**config.mk**
```make
export PLATFORM = sky130hd
export DESIGN_NAME = dmac_ioregister_initiator_flat
export DESIGN_NICKNAME = d
export VERILOG_FILES = /design/src/rtl/dmac_ioregister_initiator_if.sv /design/src/rtl/dmac_ioregister_initiator.sv /design/src/flat_wrapper.sv
export SDC_FILE = /design/constraint.sdc
export NUM_CORES = 1
export LEC_CHECK = 0
export CORE_AREA = 5 5 138 140
export CTS_CLUSTER_SIZE = 28
export DETAILED_ROUTE_END_ITERATION = 10
export DIE_AREA = 0 0 143 145
export PLACE_DENSITY = 0.8
export SETUP_SLACK_MARGIN = 0.05
export SYNTH_ARGS = -nofsm -noshare
export SYNTH_HDL_FRONTEND = slang
export SYNTH_SLANG_ARGS = --single-unit
```
**constraint.sdc**
```tcl
create_clock -name i_clk -period 6.6 [get_ports i_clk]
set_clock_uncertainty 0.1 [all_clocks]
set_input_delay 0.66 -clock i_clk [delete_from_list [all_inputs] [get_ports i_clk]]
set_output_delay 0.66 -clock i_clk [all_outputs]
set_load 0.05 [all_outputs]
```
**src/rtl/dmac_ioregister_initiator_if.sv**
```systemverilog
// Bus bundle for the DMAC I/O-register initiator: command port, address
// channel, write-data stream/FIFO push side, read-FIFO pop side/read stream.
interface dmac_ioregister_initiator_if #(
    parameter int W_D     = 32,
    parameter int W_EXT_A = 32,
    parameter int W_BLEN  = 9
);
    logic [W_EXT_A-1:0] cmd_addr;
    logic [W_EXT_A-1:0] cmd_size;
    logic               cmd_write;
    logic               cmd_valid;
    logic               cmd_ready;
    logic               busy;
    logic               done;

    logic [W_EXT_A-1:0] ext_addr;
    logic               ext_read_enable;
    logic               ext_write_enable;
    logic [W_BLEN-1:0]  ext_word_size;
    logic               ext_ready;

    logic [W_D-1:0]     src_data;
    logic               src_valid;
    logic               src_ready;

    logic [W_D-1:0]     ext_write_data;
    logic               ext_write_enq;
    logic               ext_write_almost_full;

    logic [W_D-1:0]     ext_read_data;
    logic               ext_read_deq;
    logic               ext_read_empty;

    logic [W_D-1:0]     dst_data;
    logic               dst_valid;
    logic               dst_ready;

    modport master (
        input  cmd_addr, cmd_size, cmd_write, cmd_valid,
        output cmd_ready, busy, done,
        output ext_addr, ext_read_enable, ext_write_enable, ext_word_size,
        input  ext_ready,
        input  src_data, src_valid,
        output src_ready,
        output ext_write_data, ext_write_enq,
        input  ext_write_almost_full,
        input  ext_read_data, ext_read_empty,
        output ext_read_deq,
        output dst_data, dst_valid,
        input  dst_ready
    );

    modport slave (
        output cmd_addr, cmd_size, cmd_write, cmd_valid,
        input  cmd_ready, busy, done,
        input  ext_addr, ext_read_enable, ext_write_enable, ext_word_size,
        output ext_ready,
        output src_data, src_valid,
        input  src_ready,
        input  ext_write_data, ext_write_enq,
        output ext_write_almost_full,
        output ext_read_data, ext_read_empty,
        input  ext_read_deq,
        input  dst_data, dst_valid,
        output dst_ready
    );
endinterface

```
**src/rtl/dmac_ioregister_initiator.sv**
```systemverilog
// DMAC I/O-register initiator: takes one transfer command at a time, splits
// it into bursts limited by MAX_BURST_LEN and the 2^W_BOUNDARY_A-byte line,
// issues each burst on the address channel and moves the data words.
module dmac_ioregister_initiator #(
    parameter int W_D           = 32,
    parameter int W_EXT_A       = 32,
    parameter int W_BOUNDARY_A  = 12,
    parameter int W_BLEN        = 9,
    parameter int MAX_BURST_LEN = 256
) (
    input  logic i_clk,
    input  logic i_rst,
    dmac_ioregister_initiator_if.master bus
);
    localparam int BYTES = W_D / 8;
    localparam int ALIGN = $clog2(BYTES);
    // one bit wider than the boundary so a full line is representable
    localparam int WC    = W_BOUNDARY_A + 1;

    localparam logic [1:0] S_IDLE = 2'd0;
    localparam logic [1:0] S_CALC = 2'd1;
    localparam logic [1:0] S_ADDR = 2'd2;
    localparam logic [1:0] S_DATA = 2'd3;

    logic [1:0]         r_state;
    logic [W_EXT_A-1:0] r_addr;
    logic [W_EXT_A-1:0] r_remaining;
    logic               r_write;
    logic [W_BLEN-1:0]  r_blen;
    logic [W_BLEN-1:0]  r_beat;
    logic [W_EXT_A-1:0] r_ext_addr;
    logic [W_BLEN-1:0]  r_ext_word_size;
    logic               r_wen;
    logic               r_ren;
    logic               r_done;
    logic               r_busy;

    logic [WC-1:0]      w_line_bytes;
    logic [WC-1:0]      w_line_words;
    logic [WC-1:0]      w_cap;
    logic [W_BLEN-1:0]  w_blen;
    logic [W_EXT_A-1:0] w_align_mask;
    logic [W_EXT_A-1:0] w_burst_bytes;
    logic               w_in_data;
    logic               w_wr_go;
    logic               w_rd_valid;
    logic               w_rd_go;
    logic               w_xfer;

    // burst length: min(remaining, MAX_BURST_LEN, words left in the line)
    assign w_align_mask  = ~(W_EXT_A'(BYTES - 1));
    assign w_line_bytes  = (WC'(1) << W_BOUNDARY_A) - {1'b0, r_addr[W_BOUNDARY_A-1:0]};
    assign w_line_words  = w_line_bytes >> ALIGN;
    assign w_cap         = (w_line_words < WC'(MAX_BURST_LEN)) ? w_line_words : WC'(MAX_BURST_LEN);
    assign w_blen        = (r_remaining < W_EXT_A'(w_cap)) ? W_BLEN'(r_remaining) : W_BLEN'(w_cap);
    assign w_burst_bytes = W_EXT_A'(r_blen) << ALIGN;

    // data movement is only allowed once the burst request was accepted
    assign w_in_data  = (r_state == S_DATA);
    assign w_wr_go    = w_in_data && r_write && bus.src_valid && !bus.ext_write_almost_full;
    assign w_rd_valid = w_in_data && !r_write && !bus.ext_read_empty;
    assign w_rd_go    = w_rd_valid && bus.dst_ready;
    assign w_xfer     = w_wr_go || w_rd_go;

    assign bus.cmd_ready        = (r_state == S_IDLE);
    assign bus.busy             = r_busy;
    assign bus.done             = r_done;
    assign bus.ext_addr         = r_ext_addr;
    assign bus.ext_word_size    = r_ext_word_size;
    assign bus.ext_write_enable = r_wen;
    assign bus.ext_read_enable  = r_ren;
    assign bus.src_ready        = w_wr_go;
    assign bus.ext_write_enq    = w_wr_go;
    assign bus.ext_write_data   = bus.src_data;
    assign bus.dst_valid        = w_rd_valid;
    assign bus.dst_data         = bus.ext_read_data;
    assign bus.ext_read_deq     = w_rd_go;

    // command/burst sequencer with word and burst counters
    always_ff @(posedge i_clk or posedge i_rst) begin
        if (i_rst) begin
            r_state         <= S_IDLE;
            r_addr          <= '0;
            r_remaining     <= '0;
            r_write         <= 1'b0;
            r_blen          <= '0;
            r_beat          <= '0;
            r_ext_addr      <= '0;
            r_ext_word_size <= '0;
            r_wen           <= 1'b0;
            r_ren           <= 1'b0;
            r_done          <= 1'b0;
            r_busy          <= 1'b0;
        end else begin
            r_done <= 1'b0;
            case (r_state)
                S_IDLE: begin
                    if (bus.cmd_valid) begin
                        r_addr      <= bus.cmd_addr & w_align_mask;
                        r_remaining <= bus.cmd_size;
                        r_write     <= bus.cmd_write;
                        if (bus.cmd_size == '0) begin
                            r_done <= 1'b1;
                        end else begin
                            r_state <= S_CALC;
                            r_busy  <= 1'b1;
                        end
                    end
                end
                S_CALC: begin
                    r_blen          <= w_blen;
                    r_ext_addr      <= r_addr;
                    r_ext_word_size <= w_blen;
                    r_wen           <= r_write;
                    r_ren           <= !r_write;
                    r_state         <= S_ADDR;
                end
                S_ADDR: begin
                    if (bus.ext_ready) begin
                        r_wen   <= 1'b0;
                        r_ren   <= 1'b0;
                        r_beat  <= r_blen;
                        r_state <= S_DATA;
                    end
                end
                S_DATA: begin
                    if (w_xfer) begin
                        r_beat      <= r_beat - W_BLEN'(1);
                        r_remaining <= r_remaining - W_EXT_A'(1);
                        if (r_beat == W_BLEN'(1)) begin
                            r_addr <= r_addr + w_burst_bytes;
                            if (r_remaining == W_EXT_A'(1)) begin
                                r_state <= S_IDLE;
                                r_done  <= 1'b1;
                                r_busy  <= 1'b0;
                            end else begin
                                r_state <= S_CALC;
                            end
                        end
                    end
                end
                default: r_state <= S_IDLE;
            endcase
        end
    end
endmodule

```
**src/flat_wrapper.sv**
```systemverilog
// flat-port wrapper written by rule: the top's interface ports become plain ports
module dmac_ioregister_initiator_flat 
#(
    parameter int W_D           = 32,
    parameter int W_EXT_A       = 32,
    parameter int W_BOUNDARY_A  = 12,
    parameter int W_BLEN        = 9,
    parameter int MAX_BURST_LEN = 256
)
  (i_clk, i_rst, bus_cmd_addr, bus_cmd_size, bus_cmd_write, bus_cmd_valid, bus_cmd_ready, bus_busy, bus_done, bus_ext_addr, bus_ext_read_enable, bus_ext_write_enable, bus_ext_word_size, bus_ext_ready, bus_src_data, bus_src_valid, bus_src_ready, bus_ext_write_data, bus_ext_write_enq, bus_ext_write_almost_full, bus_ext_read_data, bus_ext_read_empty, bus_ext_read_deq, bus_dst_data, bus_dst_valid, bus_dst_ready);
  dmac_ioregister_initiator_if #(.W_D(W_D), .W_EXT_A(W_EXT_A), .W_BLEN(W_BLEN)) bus_i ();
  input  logic i_clk;
  input  logic i_rst;
  input wire logic [$bits(bus_i.cmd_addr)-1:0] bus_cmd_addr;
  input wire logic [$bits(bus_i.cmd_size)-1:0] bus_cmd_size;
  input wire logic [$bits(bus_i.cmd_write)-1:0] bus_cmd_write;
  input wire logic [$bits(bus_i.cmd_valid)-1:0] bus_cmd_valid;
  output wire logic [$bits(bus_i.cmd_ready)-1:0] bus_cmd_ready;
  output wire logic [$bits(bus_i.busy)-1:0] bus_busy;
  output wire logic [$bits(bus_i.done)-1:0] bus_done;
  output wire logic [$bits(bus_i.ext_addr)-1:0] bus_ext_addr;
  output wire logic [$bits(bus_i.ext_read_enable)-1:0] bus_ext_read_enable;
  output wire logic [$bits(bus_i.ext_write_enable)-1:0] bus_ext_write_enable;
  output wire logic [$bits(bus_i.ext_word_size)-1:0] bus_ext_word_size;
  input wire logic [$bits(bus_i.ext_ready)-1:0] bus_ext_ready;
  input wire logic [$bits(bus_i.src_data)-1:0] bus_src_data;
  input wire logic [$bits(bus_i.src_valid)-1:0] bus_src_valid;
  output wire logic [$bits(bus_i.src_ready)-1:0] bus_src_ready;
  output wire logic [$bits(bus_i.ext_write_data)-1:0] bus_ext_write_data;
  output wire logic [$bits(bus_i.ext_write_enq)-1:0] bus_ext_write_enq;
  input wire logic [$bits(bus_i.ext_write_almost_full)-1:0] bus_ext_write_almost_full;
  input wire logic [$bits(bus_i.ext_read_data)-1:0] bus_ext_read_data;
  input wire logic [$bits(bus_i.ext_read_empty)-1:0] bus_ext_read_empty;
  output wire logic [$bits(bus_i.ext_read_deq)-1:0] bus_ext_read_deq;
  output wire logic [$bits(bus_i.dst_data)-1:0] bus_dst_data;
  output wire logic [$bits(bus_i.dst_valid)-1:0] bus_dst_valid;
  input wire logic [$bits(bus_i.dst_ready)-1:0] bus_dst_ready;
  assign bus_i.cmd_addr = bus_cmd_addr;
  assign bus_i.cmd_size = bus_cmd_size;
  assign bus_i.cmd_write = bus_cmd_write;
  assign bus_i.cmd_valid = bus_cmd_valid;
  assign bus_cmd_ready = bus_i.cmd_ready;
  assign bus_busy = bus_i.busy;
  assign bus_done = bus_i.done;
  assign bus_ext_addr = bus_i.ext_addr;
  assign bus_ext_read_enable = bus_i.ext_read_enable;
  assign bus_ext_write_enable = bus_i.ext_write_enable;
  assign bus_ext_word_size = bus_i.ext_word_size;
  assign bus_i.ext_ready = bus_ext_ready;
  assign bus_i.src_data = bus_src_data;
  assign bus_i.src_valid = bus_src_valid;
  assign bus_src_ready = bus_i.src_ready;
  assign bus_ext_write_data = bus_i.ext_write_data;
  assign bus_ext_write_enq = bus_i.ext_write_enq;
  assign bus_i.ext_write_almost_full = bus_ext_write_almost_full;
  assign bus_i.ext_read_data = bus_ext_read_data;
  assign bus_i.ext_read_empty = bus_ext_read_empty;
  assign bus_ext_read_deq = bus_i.ext_read_deq;
  assign bus_dst_data = bus_i.dst_data;
  assign bus_dst_valid = bus_i.dst_valid;
  assign bus_i.dst_ready = bus_dst_ready;
  dmac_ioregister_initiator #(.W_D(W_D), .W_EXT_A(W_EXT_A), .W_BOUNDARY_A(W_BOUNDARY_A), .W_BLEN(W_BLEN), .MAX_BURST_LEN(MAX_BURST_LEN)) u_core (.i_clk(i_clk), .i_rst(i_rst), .bus(bus_i));
endmodule
```
==> metrics.txt <==
status=finished, final reports clean; Yosys Warn Count=0; PwrDens=603 mW/mm^2; met3 GRT Util=4.77%; Worst EP arrival=4.71 ns; Post-Route WL=21200 um; gp weighted congestion=0.893; Crit Path Category=reg2reg; fill count=1634; Port Buffers=118; Worst-Margin Slew=1.08 ns; Async SR Flop Fraction=100%; total core area=0.0177 sq mm; final slew viol count=0; post-route minimum period=4.51 ns; Die Y-Extent=145 um; Startpoint Class=register; Total GRT Usage=20.4%; synthesized flop and latch total=117; Mapped Cells=870; Final ANT Viol Nets=0; row count=49; DR iter-0 viols=637; Post-CTS Hold Buffers=0; via count=6818; htree depth=4; Synth top area share=37.8%; Post-Syn Area=0.00774 sq mm; Worst Setup SP=u_core.r_addr[3]$_DFFE_PP0P_; root buf cell=clkbuf_16; crit-path max FO=13; post-CTS sizing=0; register area share after synthesis=37.8%; antenna violations before repair=0; max-cap viol count=0; CTS Buffer Depth=2; final hold viol count=0; Synth area leaders=dfrtp_1 (38%), buf_4 (6.5%), mux2_2 (5.8%); Layout Nets=1071; CTS clk-pin slew, worst paths=0.05 ns; worst ir drop on vdd=0.349 mV; Synth area leader=dfrtp_1; Worst R2R Path Depth=11; top_reg_cell synth=dfrtp_1; Hold/Removal Path Class=reg2reg; worst setup path endpoint=u_core.r_blen[1]$_DFFE_PP0P_; met1 usage=28.3%; Finished Layout Cells=1148; Crit path required time=6.80 ns; Post-synth EDFFs=0; Die X=143 um; crit end category=register; cts bufs inserted=17; RSZ-0062 raised after global routing=no; DRT Pass-1 Iters=5; met2 Use GR=31.7%; R2R Path End=u_core.r_blen[1]$_DFFE_PP0P_; CTS Sinks=117; first-pass GRT wire length=34600 um; final setup violation count=0; area grow syn2layout=19.9%; post-CTS setup buffers=0; # IOs=251; placed cells=1116; Clk Latency, worst-skew pair=0.42 ns; Die Area=0.0207 sq mm; Fmax=222 MHz; DRC viols=0; WL/cell=18.4 um; hold_sp=u_core.bus.ext_addr[29]$_DFFE_PP0P_; DPL Wire Length=14900 um; GRT overflow=0; Pleak=0.00366 uW; fin crit share=68.3%; Ant. Diodes=0; r2r setup slk=2.09 ns; Unique masters post-synth=61; number of global-route vias before repair=6778; DR vias/cell=5.94; setup_tns=0 ns; Slew HR=26.0%; pin count of the biggest net entering global routing=74; Syn Area/Cell=8.90 sq um; Most Crowded Layer GR=met2; layout cells sized above 1=9.90%; Starting Density=43.7%; CTS tree=built; reg2reg start=u_core.r_addr[3]$_DFFE_PP0P_
-- worst max-delay path, cell delays in order, from the launching register on --
cell and delay [ns]:
dfrtp_1 0.43, inv_1 0.13, ha_1 0.19, nor3b_1 0.39
nand3_1 0.16, mux2i_1 0.85, nand3_1 0.26, ha_1 0.36
a2111oi_0 0.39, nand3_1 0.13, a2111o_1 0.65, mux2_2 0.35
-- where the power goes --
| part | switching, uW | internal [uW] |
|---|---|---|
| registers | 453 | 1090 |
| clock network | 334 | 690 |
| logic | 1830 | 1190 |
-- registers in the layout, summed over array words and instances, names as in the netlist --
signal and flops:
u_core.bus.busy 1, u_core.r_beat 9, u_core.bus.done 1, u_core.r_write 1, u_core.r_remaining 32, u_core.r_addr 30, u_core.bus.ext_write_enable 1, u_core.r_state 2
u_core.bus.ext_addr 30, u_core.bus.ext_read_enable 1, u_core.r_blen 9
-- layer usage --
metal	routed length, um	part of all wire [%]	up-vias
li1	-	-	3221
met1	9530	45	3302
met2	9960	47	273
met3	1390	6.6	22
met4	297	1.4	0
met5	0	0	-
-- cell families (layout without fill, tap and decap cells) --
group	count (synthesis)	in the layout	synth area share, %
AO/OA/AOI/OAI	243	243	19.6
flip-flops	117	117	37.8
other	2	3	0.0970
XOR/XNOR	10	10	1.13
AND/OR/NAND/NOR	269	269	17.6
multiplexers	65	65	9.05
buffers and inverters	136	184	10.0
adder cells (fa/ha/maj)	28	28	4.62
-- synthesized netlist by cell type (10+ instances only) --
| cell type | instances |
|---|---|
| a21oi_1 | 68 |
| a2bb2oi_1 | 10 |
| buf_4 | 67 |
| clkbuf_1 | 36 |
| dfrtp_1 | 117 |
| ha_1 | 27 |
| inv_1 | 24 |
| mux2_2 | 40 |
| mux2i_1 | 25 |
| nand2_1 | 78 |
| nand3_1 | 35 |
| nand4_1 | 10 |
| nor2_1 | 41 |
| nor3_1 | 25 |
| nor4_1 | 15 |
| o211ai_1 | 11 |
| o21ai_0 | 59 |
| o22ai_1 | 30 |
| or3_1 | 15 |
-- final cells by class --
cell class | instances | area, sq um | area share [%]
Multi-Input combinational cell | 618 | 4060 | 43.7
Clock inverter | 8 | 143 | 1.54
Inverter | 24 | 92.6 | 0.998
Sequential cell | 117 | 2930 | 31.6
Timing Repair Buffer | 128 | 1260 | 13.5
Tap cell | 229 | 287 | 3.09
Clock buffer | 24 | 512 | 5.52
-- per-stage QoR --
stage	hold slack, ns	worst slack [ns]	utilization, %	instance area [sq um]	power, uW
global placement	0.390	2.39	48.7	8620	4430
floorplan	0.402	2.58	-	7740	3780
global route	0.426	1.82	52.3	9280	6000
detailed placement	0.396	2.22	48.7	8620	4540
CTS	0.409	2.20	52.3	9280	5580
finish	0.406	2.09	52.3	9280	5590
-- layout by cell type, fill, tap and decap left out, drive strengths merged, types with 7 or more instances in the layout --
cell	synthesis	final
nor2	41	41
nand4	10	10
nor3	25	25
a21oi	68	68
dfrtp	117	117
and3	7	7
mux2i	25	25
a31oi	9	9
xnor2	8	8
nand2	78	78
ha	27	27
a2bb2oi	10	10
or3	15	15
o211ai	11	11
mux2	40	40
o22a	7	7
o21ai	59	59
clkdlybuf4s50	0	118
a21o	7	7
nor4	15	15
inv	24	24
or4	7	7
a211oi	9	9
buf	76	10
a311oi	8	8
nand3	35	35
nand2b	8	8
o22ai	30	30
clkbuf	36	24
-- worst min-delay path by stage --
stage | end | slack, ns | cells after the start
finish | u_core.bus.ext_addr[29]$_DFFE_PP0P_ | 0.41 | 1
global route | u_core.bus.ext_addr[6]$_DFFE_PP0P_ | 0.43 | 1
CTS | u_core.bus.ext_addr[15]$_DFFE_PP0P_ | 0.41 | 1
detailed placement | u_core.bus.ext_addr[27]$_DFFE_PP0P_ | 0.40 | 1
global placement | u_core.bus.ext_addr[6]$_DFFE_PP0P_ | 0.39 | 1
floorplan | u_core.bus.ext_addr[30]$_DFFE_PP0P_ | 0.40 | 1
(Power assumes the default switching activity.)
